<file path="src/rtl/inst_fetch_unit_pkg.sv">
// Shared fetch-stage types: FSM encodings, NOP word, default reset PC and the {pc,inst} queue entry.
package inst_fetch_unit_pkg;

  typedef enum logic [1:0] {
    IF_IDLE    = 2'd0,
    IF_REQ     = 2'd1,
    IF_DISCARD = 2'd2
  } if_state_e;

  localparam logic [31:0] INST_NOP     = 32'h0000_0000;
  localparam logic [31:0] DEF_RESET_PC = 32'h0000_0000;

  typedef struct packed {
    logic [31:0] pc;
    logic [31:0] inst;
  } fetch_entry_t;

endpackage

</file>
<file path="src/rtl/inst_fetch_unit_fetch_queue.sv">
// Small sync FIFO of {pc,inst} entries; head is read from registered storage, push visible next cycle.
// Flush empties the queue and wins over a same-cycle pop; pushing into a full queue is illegal.
module inst_fetch_unit_fetch_queue
  import inst_fetch_unit_pkg::*;
#(
  parameter int DEPTH = 2
) (
  input  logic                   clk,
  input  logic                   i_rst,
  input  logic                   i_push,
  input  fetch_entry_t           i_push_dat,
  input  logic                   i_pop,
  input  logic                   i_flush,
  output fetch_entry_t           o_head_dat,
  output logic [$clog2(DEPTH):0] o_count,
  output logic                   o_full,
  output logic                   o_empty
);

  localparam int PW = $clog2(DEPTH);
  localparam int CW = PW + 1;

  fetch_entry_t   r_mem [DEPTH];
  logic [PW-1:0]  r_wr_ptr;
  logic [PW-1:0]  r_rd_ptr;
  logic [CW-1:0]  r_count;
  logic           w_push;
  logic           w_pop;

  assign o_full     = (r_count == CW'(DEPTH));
  assign o_empty    = (r_count == '0);
  assign o_count    = r_count;
  assign o_head_dat = r_mem[r_rd_ptr];

  assign w_push = i_push & ~o_full & ~i_flush;
  assign w_pop  = i_pop & ~o_empty & ~i_flush;

  always_ff @(posedge clk) begin
    if (i_rst || i_flush) begin
      r_wr_ptr <= '0;
      r_rd_ptr <= '0;
      r_count  <= '0;
    end else begin
      if (w_push) r_wr_ptr <= r_wr_ptr + PW'(1);
      if (w_pop)  r_rd_ptr <= r_rd_ptr + PW'(1);
      r_count <= r_count + CW'(w_push) - CW'(w_pop);
    end
  end

  // Storage needs no reset: the head is only observed when count is non-zero.
  always_ff @(posedge clk) begin
    if (w_push) r_mem[r_wr_ptr] <= i_push_dat;
  end

  a_no_push_when_full: assert property (@(posedge clk) disable iff (i_rst) !(i_push && o_full && !i_flush));

endmodule

</file>
<file path="src/rtl/inst_fetch_unit.sv">
// Fetch stage: owns the PC, runs req/ack to imem, queues {pc,inst} for decode; ack at edge N -> id_valid from N+1.
// Decode stalls stop new requests via a room check on registered queue occupancy; redirects flush and drop stale responses.
module inst_fetch_unit
  import inst_fetch_unit_pkg::*;
#(
  parameter logic [31:0] RESET_PC    = DEF_RESET_PC,
  parameter int          QUEUE_DEPTH = 2
) (
  input  logic        clk,
  input  logic        cpu_rst,
  input  logic        cpu_en,
  input  logic        redirect_valid,
  input  logic [31:0] redirect_pc,
  output logic        imem_req,
  output logic [31:0] imem_addr,
  input  logic        imem_ack,
  input  logic [31:0] imem_data,
  output logic        id_valid,
  input  logic        id_ready,
  output logic [31:0] id_pc,
  output logic [31:0] id_inst
);

  localparam int CW = $clog2(QUEUE_DEPTH) + 1;

  if_state_e    r_state;
  if_state_e    w_state_nxt;
  logic [31:0]  r_fetch_pc;
  logic [31:0]  w_fetch_pc_nxt;
  logic [31:0]  r_imem_addr;
  logic [31:0]  w_imem_addr_nxt;
  logic [31:0]  w_redir_pc;
  logic         w_push;
  logic         w_pop;
  logic         w_flush;
  logic         w_room;
  logic         w_full;
  logic         w_empty;
  logic [CW-1:0] w_count;
  logic [CW-1:0] w_cnt_after;
  fetch_entry_t w_push_dat;
  fetch_entry_t w_head;

  assign w_redir_pc  = redirect_pc & ~32'h3;
  assign w_room      = ~w_full;
  assign w_pop       = id_valid & id_ready & cpu_en;
  assign w_flush     = redirect_valid & cpu_en;
  assign w_cnt_after = w_count + CW'(1) - CW'(w_pop);
  assign w_push_dat  = '{pc: r_fetch_pc, inst: imem_data};

  assign imem_req  = (r_state != IF_IDLE) & cpu_en;
  assign imem_addr = r_imem_addr;

  always_ff @(posedge clk) begin
    if (cpu_rst) begin
      r_state     <= IF_IDLE;
      r_fetch_pc  <= RESET_PC;
      r_imem_addr <= RESET_PC;
    end else if (cpu_en) begin
      r_state     <= w_state_nxt;
      r_fetch_pc  <= w_fetch_pc_nxt;
      r_imem_addr <= w_imem_addr_nxt;
    end
  end

  // Outside IDLE, req is high whenever cpu_en is, so imem_ack alone marks completion here.
  always_comb begin
    w_state_nxt     = r_state;
    w_fetch_pc_nxt  = r_fetch_pc;
    w_imem_addr_nxt = r_imem_addr;
    w_push          = 1'b0;
    if (cpu_en) begin
      if (redirect_valid) begin
        w_fetch_pc_nxt = w_redir_pc;
        case (r_state)
          IF_REQ:     w_state_nxt = imem_ack ? IF_IDLE : IF_DISCARD;
          IF_DISCARD: w_state_nxt = IF_DISCARD;
          default:    w_state_nxt = IF_IDLE;
        endcase
      end else begin
        case (r_state)
          IF_IDLE: begin
            if (w_room) w_state_nxt = IF_REQ;
          end
          IF_REQ: begin
            if (imem_ack) begin
              w_push         = 1'b1;
              w_fetch_pc_nxt = r_fetch_pc + 32'd4;
              w_state_nxt    = (w_cnt_after < CW'(QUEUE_DEPTH)) ? IF_REQ : IF_IDLE;
            end
          end
          IF_DISCARD: begin
            if (imem_ack) w_state_nxt = w_room ? IF_REQ : IF_IDLE;
          end
          default: w_state_nxt = IF_IDLE;
        endcase
      end
      // A pending or stale request keeps its address until the memory answers it.
      if (w_state_nxt != IF_DISCARD && !(r_state == IF_REQ && w_state_nxt == IF_REQ && !imem_ack))
        w_imem_addr_nxt = w_fetch_pc_nxt;
    end
  end

  inst_fetch_unit_fetch_queue #(
    .DEPTH (QUEUE_DEPTH)
  ) u_fetch_queue (
    .clk        (clk),
    .i_rst      (cpu_rst),
    .i_push     (w_push),
    .i_push_dat (w_push_dat),
    .i_pop      (w_pop),
    .i_flush    (w_flush),
    .o_head_dat (w_head),
    .o_count    (w_count),
    .o_full     (w_full),
    .o_empty    (w_empty)
  );

  assign id_valid = ~w_empty;
  assign id_pc    = w_empty ? 32'h0 : w_head.pc;
  assign id_inst  = w_empty ? INST_NOP : w_head.inst;

endmodule
</file>
<file path="config.mk">
export PLATFORM = sky130hd
export DESIGN_NAME = inst_fetch_unit
export DESIGN_NICKNAME = d
export VERILOG_FILES = /design/src/rtl/inst_fetch_unit_pkg.sv /design/src/rtl/inst_fetch_unit_fetch_queue.sv /design/src/rtl/inst_fetch_unit.sv
export SDC_FILE = /design/constraint.sdc
export NUM_CORES = 1
export LEC_CHECK = 0
export BUFFER_PORTS_ARGS = -buffer_cell sky130_fd_sc_hd__buf_2
export CORE_MARGIN = 5
export CORE_UTILIZATION = 56
export CTS_BUF_LIST = sky130_fd_sc_hd__clkbuf_2 sky130_fd_sc_hd__clkbuf_4 sky130_fd_sc_hd__clkbuf_8
export DETAILED_ROUTE_END_ITERATION = 10
export GPL_TIMING_DRIVEN = 0
export PLACE_DENSITY = 0.89
export SYNTH_ARGS = -nofsm -noshare
export SYNTH_HDL_FRONTEND = slang
export SYNTH_SLANG_ARGS = --single-unit
</file>
<file path="constraint.sdc">
create_clock -name clk -period 5.5 [get_ports clk]
set_input_delay 0.825 -clock clk [delete_from_list [all_inputs] [get_ports clk]]
set_output_delay 0.825 -clock clk [all_outputs]
set_load 0.005 [all_outputs]
</file>
# Word-level counts from Yosys, hierarchy flattened
# Memory sizes are Yosys's and may differ from the RTL's. A register that Yosys moved wholly into a read port is not among the register bits.
# Cells that the tools add are included.
# Widths: inputs -> output; s select.
[classes]
n_addsub = 7
n_mul = 0
div = 0
order_cmp = 1
n_eq_ne = 5
shifts = 0
mux = 23
bitwise = 11
reduce_logical = 10
[ops]
columns = ["op", "count"]
rows = [
  ["$mux 32", 5],
  ["$add 32x3->32 const B", 1],
  ["$mux 2", 6],
  ["$mux 1", 10],
  ["$and 1x1->1", 8],
  ["$pmux 2 s3", 1],
  ["$eq 2x1->1 const B", 2],
  ["$eq 2x2->1 const B", 2],
  ["$logic_not 2->1", 2],
  ["$pmux 2 s2", 1],
  ["$sub 2x1->2", 2],
  ["$logic_and 1x1->1", 3],
  ["$not 1->1", 3],
  ["$add 1x1->1 const B", 2],
  ["$add 2x1->2", 1],
  ["$add 2x1->2 const B", 1],
  ["$logic_not 1->1", 2],
  ["$lt 2x2->1 const B", 1],
  ["$ne 2x2->1 const B", 1],
  ["$reduce_and 2->1", 1],
  ["$reduce_bool 2->1", 1],
  ["$logic_or 1x1->1", 1],
]
[totals]
ff_bits = 70
latchBits = 0
mem_bits_rw = 128
romBits = 0
in_bits = 70
n_memories = 1
[mem_list]
columns = ["name", "words", "width", "rd", "rd_ports_with_merged_regs", "wr", "line", "rtl"]
rows = [
  ["u_fetch_queue.r_mem", 2, 64, 1, 1, 1, "inst_fetch_unit_fetch_queue.sv:23", "fetch_entry_t r_mem [DEPTH];"],
]

# Logic depth before layout (Yosys ltp)
# Gate-level depths: netlist of the first run.
[logic_depth]
depth_word = 17
ltp_mapped = 10

# Cells and area by module
# Synthesis of the first run repeated with hierarchy kept, for this count alone.
[hier_totals]
cells_unflattened = 758
hier_area_um2 = 9334.0
[by_module_without_submodules]
columns = ["module", "n_inst", "cells_each", "area_each_um2", "seq_area_each_um2"]
rows = [
  ["inst_fetch_unit_fetch_queue", 1, 228, 5188.7, 3943.8],
  ["inst_fetch_unit", 1, 530, 4145.2, 1321.3],
]

# Worst setup path before layout of the first run
# No wires, ideal clock.
[synth_path]
kind = "input-to-reg"
from = "in cpu_en"
to = "mem u_fetch_queue.r_mem[0][0] (netlist bit) (enable)"
t_arrival_ns = 4.622
t_required_ns = 5.006
path_slack_ns = 0.384
path_stages = 4
path_cell_list = "buf_2 -> clkinv_1 -> nor4_1 -> nor2b_1"
[synth_between]
elab_chain_cells = 5
[synth_lines]
columns = ["element", "line", "rtl"]
rows = [
  ["start, declared", "inst_fetch_unit.sv:11", "input logic cpu_en,"],
  ["$mux 1 / $and 1x1->1 (equally long branches)", "inst_fetch_unit.sv:72, inst_fetch_unit.sv:47", ""],
  ["$and 1x1->1 / $not 1->1 (equally long branches)", "inst_fetch_unit_fetch_queue.sv:35", "assign w_push = i_push & ~o_full & ~i_flush;"],
  ["$and 1x1->1 *", "inst_fetch_unit_fetch_queue.sv:35", ""],
  ["via u_fetch_queue.w_push", "inst_fetch_unit_fetch_queue.sv:27", "logic w_push;"],
  ["$mux 1 *", "inst_fetch_unit_fetch_queue.sv:52", "if (w_push) r_mem[r_wr_ptr] <= i_push_dat;"],
  ["$mux 1 (not written as such) *", "inst_fetch_unit_fetch_queue.sv:52", ""],
  ["end, declared", "inst_fetch_unit_fetch_queue.sv:23", ""],
]
# Mark *: on every way through the listed nets, which the timed path passes. The rest lies on a longest branch.

==> flow_metrics.env, run 1 <==
export IMPL_std_cell_rows=46
export IMPL_p_clk_share_pct=32.6
export IMPL_synth_top_area_share_pct=42.61
export IMPL_power_w=0.002837
export IMPL_whs_ns=0.4639
export IMPL_peakVddDrop_v=0.0001556
export IMPL_overflow=0
export IMPL_dieArea_um2=18750
export IMPL_r2r_start="r_state[1]"
export IMPL_routed_wl_um=21560
export IMPL_finalHoldViolCount=0
export IMPL_grt_max_degree=65
export IMPL_synth_top_family_by_area="simple AND/OR/NAND/NOR gates"
export IMPL_min_to="imem_addr[28]"
export IMPL_rsz0062_at_grt="no"
export IMPL_regArea_um2=5265
export IMPL_drive_gt1_share_pct=22.42
export IMPL_synth_area_mux_share_pct=12.80
export IMPL_end_kind="output port"
export IMPL_grt_usage_pct=22.98
export IMPL_worstReg2RegEnd="u_fetch_queue.r_mem[0][53]"
export IMPL_ant_nets=0
export IMPL_async_flop_share_pct=0
export IMPL_io_pins=168
export IMPL_netSwitchingFraction_pct=23.33
export IMPL_worstHoldStart="imem_addr[28]"
export IMPL_yosys_area_top_type="edfxtp_1"
export IMPL_synthAdderAreaFrac_pct=0.9710
export IMPL_finalSetupViolCount=0
export IMPL_cp_data_arrival_time_ns=2.54
export IMPL_hold_path_class="register to register"
export IMPL_ctsHoldBuffers=0
export IMPL_dr_pass1_iters=8
export IMPL_synth_compound_area_share_pct=8.573
export IMPL_syn_instance_count=781
export IMPL_die_w_um=136.9
export IMPL_syn_area_um2=9020
export IMPL_p_leak_nw=3.993
export IMPL_timing_critical_path_buf_inv=3
export IMPL_synth_top_flop_cell="edfxtp_1"
export IMPL_pwr_share_comb_pct=8.8
export IMPL_synthTopCellsByArea="edfxtp_1, dfxtp_1, mux2i_1"
export IMPL_clock_latency_ns=0.47
export IMPL_num_vias=6781
export IMPL_yosysUniqueCellTypes=61
export IMPL_initial_core_util_pct=56.99
export IMPL_timing_final_crit_period_ns=3.360
export IMPL_yosysMostFrequentCell="edfxtp_1"
export IMPL_status="finished clean"
export IMPL_cp_max_fo=10
export IMPL_finClkSkew_ns=0.01297
export IMPL_internal_power_w=0.002175
export IMPL_die_h_um=136.9
export IMPL_p_seq_share_pct=58.6
export IMPL_crit_top_cell="clkbuf_1"
export IMPL_whs_path_depth=2
export IMPL_synth_xor_area_share_pct=0.9710
export IMPL_finalCritPeriodShare_pct=61.09
export IMPL_drc=0
export IMPL_cts_reportedPaths_clkPinSlew_ns=0.09
export IMPL_drt_iter0_markers=805
export IMPL_cts_sinks=199
export IMPL_ys_warnings_count=0
export IMPL_cp_cell_sequence="clkbuf_1 > clkbuf_1 > mux2i_1 > nor2_1 > buf_2"
export IMPL_avgSynthCellArea_um2=11.55
export IMPL_grt_pass1_wl_um=33040
export IMPL_cp_start_kind="register"
export IMPL_cts_setup_buffers=0
export IMPL_ys_seq_area_share_pct=58.37
export IMPL_cts_resized=0
export IMPL_clockRootBuffer="clkbuf_8"
export IMPL_path_class="register to output port"
export IMPL_synth_edf_count=128
export IMPL_p_switching_w=0.0006618
export IMPL_syn_nets=858
export IMPL_reg2reg_slack_ns=2.41
export IMPL_fill_cells=1197
export IMPL_area_growth_pct=16.73
export IMPL_cts_buffer_depth=2
export IMPL_fin_nets=1041
export IMPL_dp_hpwl_um=15350
export IMPL_ys_ff_latch=199
export IMPL_worstMarginPinSlew_ns=0.9985
export IMPL_n_antenna_cell=0
export IMPL_core_area_um2=15830
export IMPL_yosys_top_cells_count="edfxtp_1, mux2i_1, nor2_1"
export IMPL_slew_violations=0
export IMPL_wl_per_cell_um=18.07
export IMPL_crit_path_top_delay_cell="clkbuf_1"
export IMPL_max_freq_ghz=0.2976
export IMPL_antenna_found_initial=0
export IMPL_h_tree_depth=4
export IMPL_power_per_cell_area_nw_per_um2=269.5
export IMPL_io_buffers=163
export IMPL_viasPerCell=5.684
export IMPL_crit_required_ns=4.68
export IMPL_r2r_cells=7
export IMPL_cap_violations=0
export IMPL_critPathMaxStageDelay_ns=0.61
export IMPL_max_slew_margin_pct=33.29
export IMPL_synthSimpleGateAreaFrac_pct=15.33
export IMPL_cts_tree="yes"
export IMPL_place_congestion=0.9632
export IMPL_critical_path_top_delay_family="buffers and inverters"
export IMPL_post_route_util_pct=66.52
export IMPL_multiInputGateArea_um2=3496
export IMPL_grt_pass1_vias=6350
export IMPL_cts_buffers=17
==> sequential cells by signal, indices dropped and copies added, names as in the netlist, named ones only <==
register	flops
u_fetch_queue.r_rd_ptr	1
r_state	2
u_fetch_queue.r_wr_ptr	1
u_fetch_queue.o_count	2
imem_addr	32
r_fetch_pc	32
u_fetch_queue.r_mem	128
==> cell families after synthesis <==
family / Yosys count
mux: 113
xor+xnor: 10
compound gates: 108
buf+inv: 61
simple gates: 283
fa+ha+maj: 7
flops: 199
==> layout by cell type, fill, tap and decap left out, drive strengths merged, types with 4 or more instances in the layout <==
cell | netlist | final
edfxtp | 128 | 128
nor2 | 90 | 90
and2 | 8 | 8
nor4 | 10 | 10
ha | 7 | 7
o31a | 5 | 5
dfxtp | 71 | 71
nand3 | 14 | 14
nand2 | 87 | 87
nor3 | 4 | 4
o211ai | 9 | 9
a21oi | 26 | 26
nand4 | 15 | 15
xor2 | 4 | 4
clkbuf | 30 | 47
clkinv | 1 | 10
nand2b | 19 | 19
and4 | 11 | 11
o311ai | 26 | 26
or2 | 4 | 4
xnor2 | 6 | 6
buf | 18 | 182
and3 | 5 | 5
inv | 12 | 13
o21ai | 18 | 18
nor2b | 7 | 7
mux2i | 110 | 110
==> area by class of cell <==
| cell class | count | share of cell area [%] |
|---|---|---|
| buffer | 48 | 2.092 |
| clock buffer | 17 | 2.222 |
| clock inverter | 15 | 1.509 |
| inverter | 13 | 0.4635 |
| multi-input combinational | 521 | 33.20 |
| sequential | 199 | 50.01 |
| tap | 216 | 2.567 |
| timing repair buffer | 164 | 7.938 |
==> worst register-to-register path, cell delays in order, from the launching register on <==
cell     delay (ns)
dfxtp_1        0.34
inv_1          0.13
ha_1           0.16
buf_4          0.15
nand2_1        0.11
nor4_1         0.63
nor2b_4        0.95
buf_12         0.30
==> stage by stage <==
stage / setup WS [ns] / instance area (µm²) / cells / TNS [ns]
2_1_floorplan: 0.3844 / 9020 / 781 / 0
3_3_place_gp: -1.251 / 10110 / 1160 / -79.83
3_5_place_dp: 1.759 / 10140 / 1161 / 0
4_1_cts: 2.056 / 10530 / 1193 / 0
5_1_grt: 1.927 / 10530 / 1193 / 0
6_report: 2.140 / 10530 / 1193 / 0
==> power groups by stage <==
| stage | sequential [W] | combinational (W) | clock (W) |
|---|---|---|---|
| 2_1_floorplan | 0.00169 | 0.000152 | 0 |
| 3_3_place_gp | 0.00169 | 0.000241 | 0 |
| 3_5_place_dp | 0.00169 | 0.000247 | 0 |
| 4_1_cts | 0.00166 | 0.000249 | 0.000935 |
| 5_1_grt | 0.00167 | 0.000273 | 0.00101 |
| 6_report | 0.00166 | 0.000251 | 0.000924 |
==> routing by layer <==
metal	up-vias	track usage [%]	share of wire (%)
met3	66	4.963	9.0
met1	3114	30.92	42
li1	3247	-	-
met4	0	9.922	3.4
met2	354	36.17	46
met5	-	0	0
==> how the worst max path moves through the flow <==
stage	start	cells past startpoint	slack (ns)	to
6_report	register	5	2.14	id_pc[8]
5_1_grt	register	5	1.93	id_pc[8]
4_1_cts	register	5	2.06	id_inst[21]
3_5_place_dp	cpu_en	5	1.76	u_fetch_queue.r_mem[0][30]
3_3_place_gp	cpu_en	4	-1.25	u_fetch_queue.r_mem[0][23]
2_1_floorplan	cpu_en	4	0.38	u_fetch_queue.r_mem[0][0]
(Power assumes the default switching activity.)
==> run 2, diff against run 1 <==
- clock period: 5.5 -> 3.4 ns (I/O delays scaled with it)
==> flow_metrics.env, run 2 (synthesis gave the netlist of run 1 again) <==
export IMPL_die_w_um=136.9
export IMPL_initial_core_util_pct=56.99
export IMPL_grt_usage_pct=23.16
export IMPL_fill_cells=1226
export IMPL_finalHoldViolCount=0
export IMPL_std_cell_rows=46
export IMPL_cp_cell_sequence="inv_1 > ha_1 > buf_4 > nand2_1 > nor4_1 > nor2b_4 > buf_12"
export IMPL_r2r_start="r_state[1]"
export IMPL_wl_per_cell_um=18.20
export IMPL_area_growth_pct=17.05
export IMPL_cap_violations=0
export IMPL_finalNonFillerCells=1193
export IMPL_cts_tree="yes"
export IMPL_post_route_util_pct=66.70
export IMPL_final_cell_mix="buf_2, edfxtp_1, mux2i_1"
export IMPL_path_class="register to register"
export IMPL_finalCritPeriodShare_pct=91.13
export IMPL_end_kind="register"
export IMPL_dieArea_um2=18750
export IMPL_cts_setup_buffers=0
export IMPL_die_h_um=136.9
export IMPL_worstHoldStart="imem_data[0]"
export IMPL_cp_data_arrival_time_ns=3.24
export IMPL_core_area_um2=15830
export IMPL_h_tree_depth=4
export IMPL_clock_latency_ns=0.45
export IMPL_n_antenna_cell=0
export IMPL_worstMarginPinSlew_ns=0.9338
export IMPL_cts_resized=0
export IMPL_antenna_found_initial=0
export IMPL_slew_violations=0
export IMPL_power_per_cell_area_nw_per_um2=440.7
export IMPL_cts_buffers=17
export IMPL_worstReg2RegEnd="u_fetch_queue.r_mem[0][10]"
export IMPL_critPathMaxStageDelay_ns=0.91
export IMPL_p_leak_nw=4.007
export IMPL_cp_start_kind="register"
export IMPL_num_vias=6824
export IMPL_routed_wl_um=21710
export IMPL_cts_sinks=199
export IMPL_ctsHoldBuffers=0
export IMPL_clockRootBuffer="clkbuf_8"
export IMPL_rsz0062_at_grt="no"
export IMPL_whs_path_depth=1
export IMPL_ant_nets=0
export IMPL_final_common_cell="buf_2"
export IMPL_status="finished clean"
export IMPL_grt_pass1_wl_um=33610
export IMPL_crit_path_top_delay_cell="nor2b_4"
export IMPL_placedCellCount=1161
export IMPL_cts_reportedPaths_clkPinSlew_ns=0.09
export IMPL_max_slew_margin_pct=37.62
export IMPL_drc=0
export IMPL_reg2reg_slack_ns=0.30
export IMPL_dr_pass1_iters=6
export IMPL_timing_critical_path_buf_inv=3
export IMPL_io_buffers=163
export IMPL_dp_hpwl_um=15740
export IMPL_overflow=0
export IMPL_grt_max_degree=65
export IMPL_drt_iter0_markers=652
export IMPL_viasPerCell=5.720
export IMPL_drive_gt1_share_pct=22.82
export IMPL_finClkSkew_ns=0.01688
export IMPL_cp_max_fo=33
export IMPL_largest_reg_flops=128
export IMPL_cp_startpoint="r_state[1]"
export IMPL_timing_final_crit_period_ns=3.099
export IMPL_io_pins=168
export IMPL_cts_buffer_depth=2
export IMPL_r2r_cells=7
export IMPL_max_freq_ghz=0.3227
export IMPL_hold_path_class="primary input to register"
export IMPL_grt_pass1_vias=6595
export IMPL_critical_path_top_delay_family="simple AND/OR/NAND/NOR gates"
export IMPL_crit_required_ns=3.54
export IMPL_peakVddDrop_v=0.0002485
export IMPL_top_register="u_fetch_queue.r_mem"
export IMPL_place_congestion=0.9501
export IMPL_fin_nets=1041
export IMPL_finalSetupViolCount=0
export IMPL_min_to="u_fetch_queue.r_mem[1][0]"
==> run 2: cell types whose count changed in the layout (fill, tap and decap cells not counted) <==
cell	before	now
clkbuf_4	0	5
clkinv_1	5	1
clkbuf_8	17	19
clkinv_4	2	0
clkinvlp_4	1	3
clkinv_2	3	2
clkinvlp_2	1	0
inv_6	1	0
==> run 2: cell type report <==
cell class                      count  area [µm²]  area share (%)
Clock buffer                       24       299.0           2.832
Timing Repair Buffer              164       835.8           7.917
Sequential cell                   199        5265           49.87
Clock inverter                      8       122.6           1.161
Multi-Input combinational cell    521        3496           33.11
Inverter                           13       48.80          0.4622
Tap cell                          216       270.3           2.560
Buffer                             48       220.2           2.086
==> run 2: where the power goes <==
group          total [W]  internal (W)  switching, W
clock            0.00156      0.000806      0.000751
combinational   0.000404      0.000178      0.000226
sequential       0.00269       0.00263     0.0000645
total            0.00465       0.00361       0.00104
==> run 2: routing by layer <==
layer	GRT usage, %	routed length [µm]	vias up
met3	4.926	1862	42
met1	30.56	8999	3197
met5	0	0	-
met2	38.03	10290	343
li1	-	-	3242
met4	8.315	566	0
==> run 2: worst max path at each step <==
stage	end	cells after the start
after global routing	u_fetch_queue.r_mem[0][25]	7
after CTS	u_fetch_queue.r_mem[0][10]	7
after global placement	u_fetch_queue.r_mem[0][27]	4
after detailed placement	u_fetch_queue.r_mem[0][26]	5
after floorplan	u_fetch_queue.r_mem[0][0]	4
final	u_fetch_queue.r_mem[0][10]	7
==> run 2: stage by stage <==
step	hold WS (ns)	area, µm²	setup TNS (ns)	worst slack (ns)	power, W
floorplan	0.4202	9029	0	0.4807	0.002974
global placement	0.4299	10110	-24.80	-0.3112	0.003127
detailed placement	0.4456	10140	0	0.02082	0.003141
CTS	0.2292	10560	0	0.3006	0.004667
global route	0.2192	10560	0	0.1421	0.004828
finish	0.2474	10560	0	0.3015	0.004652
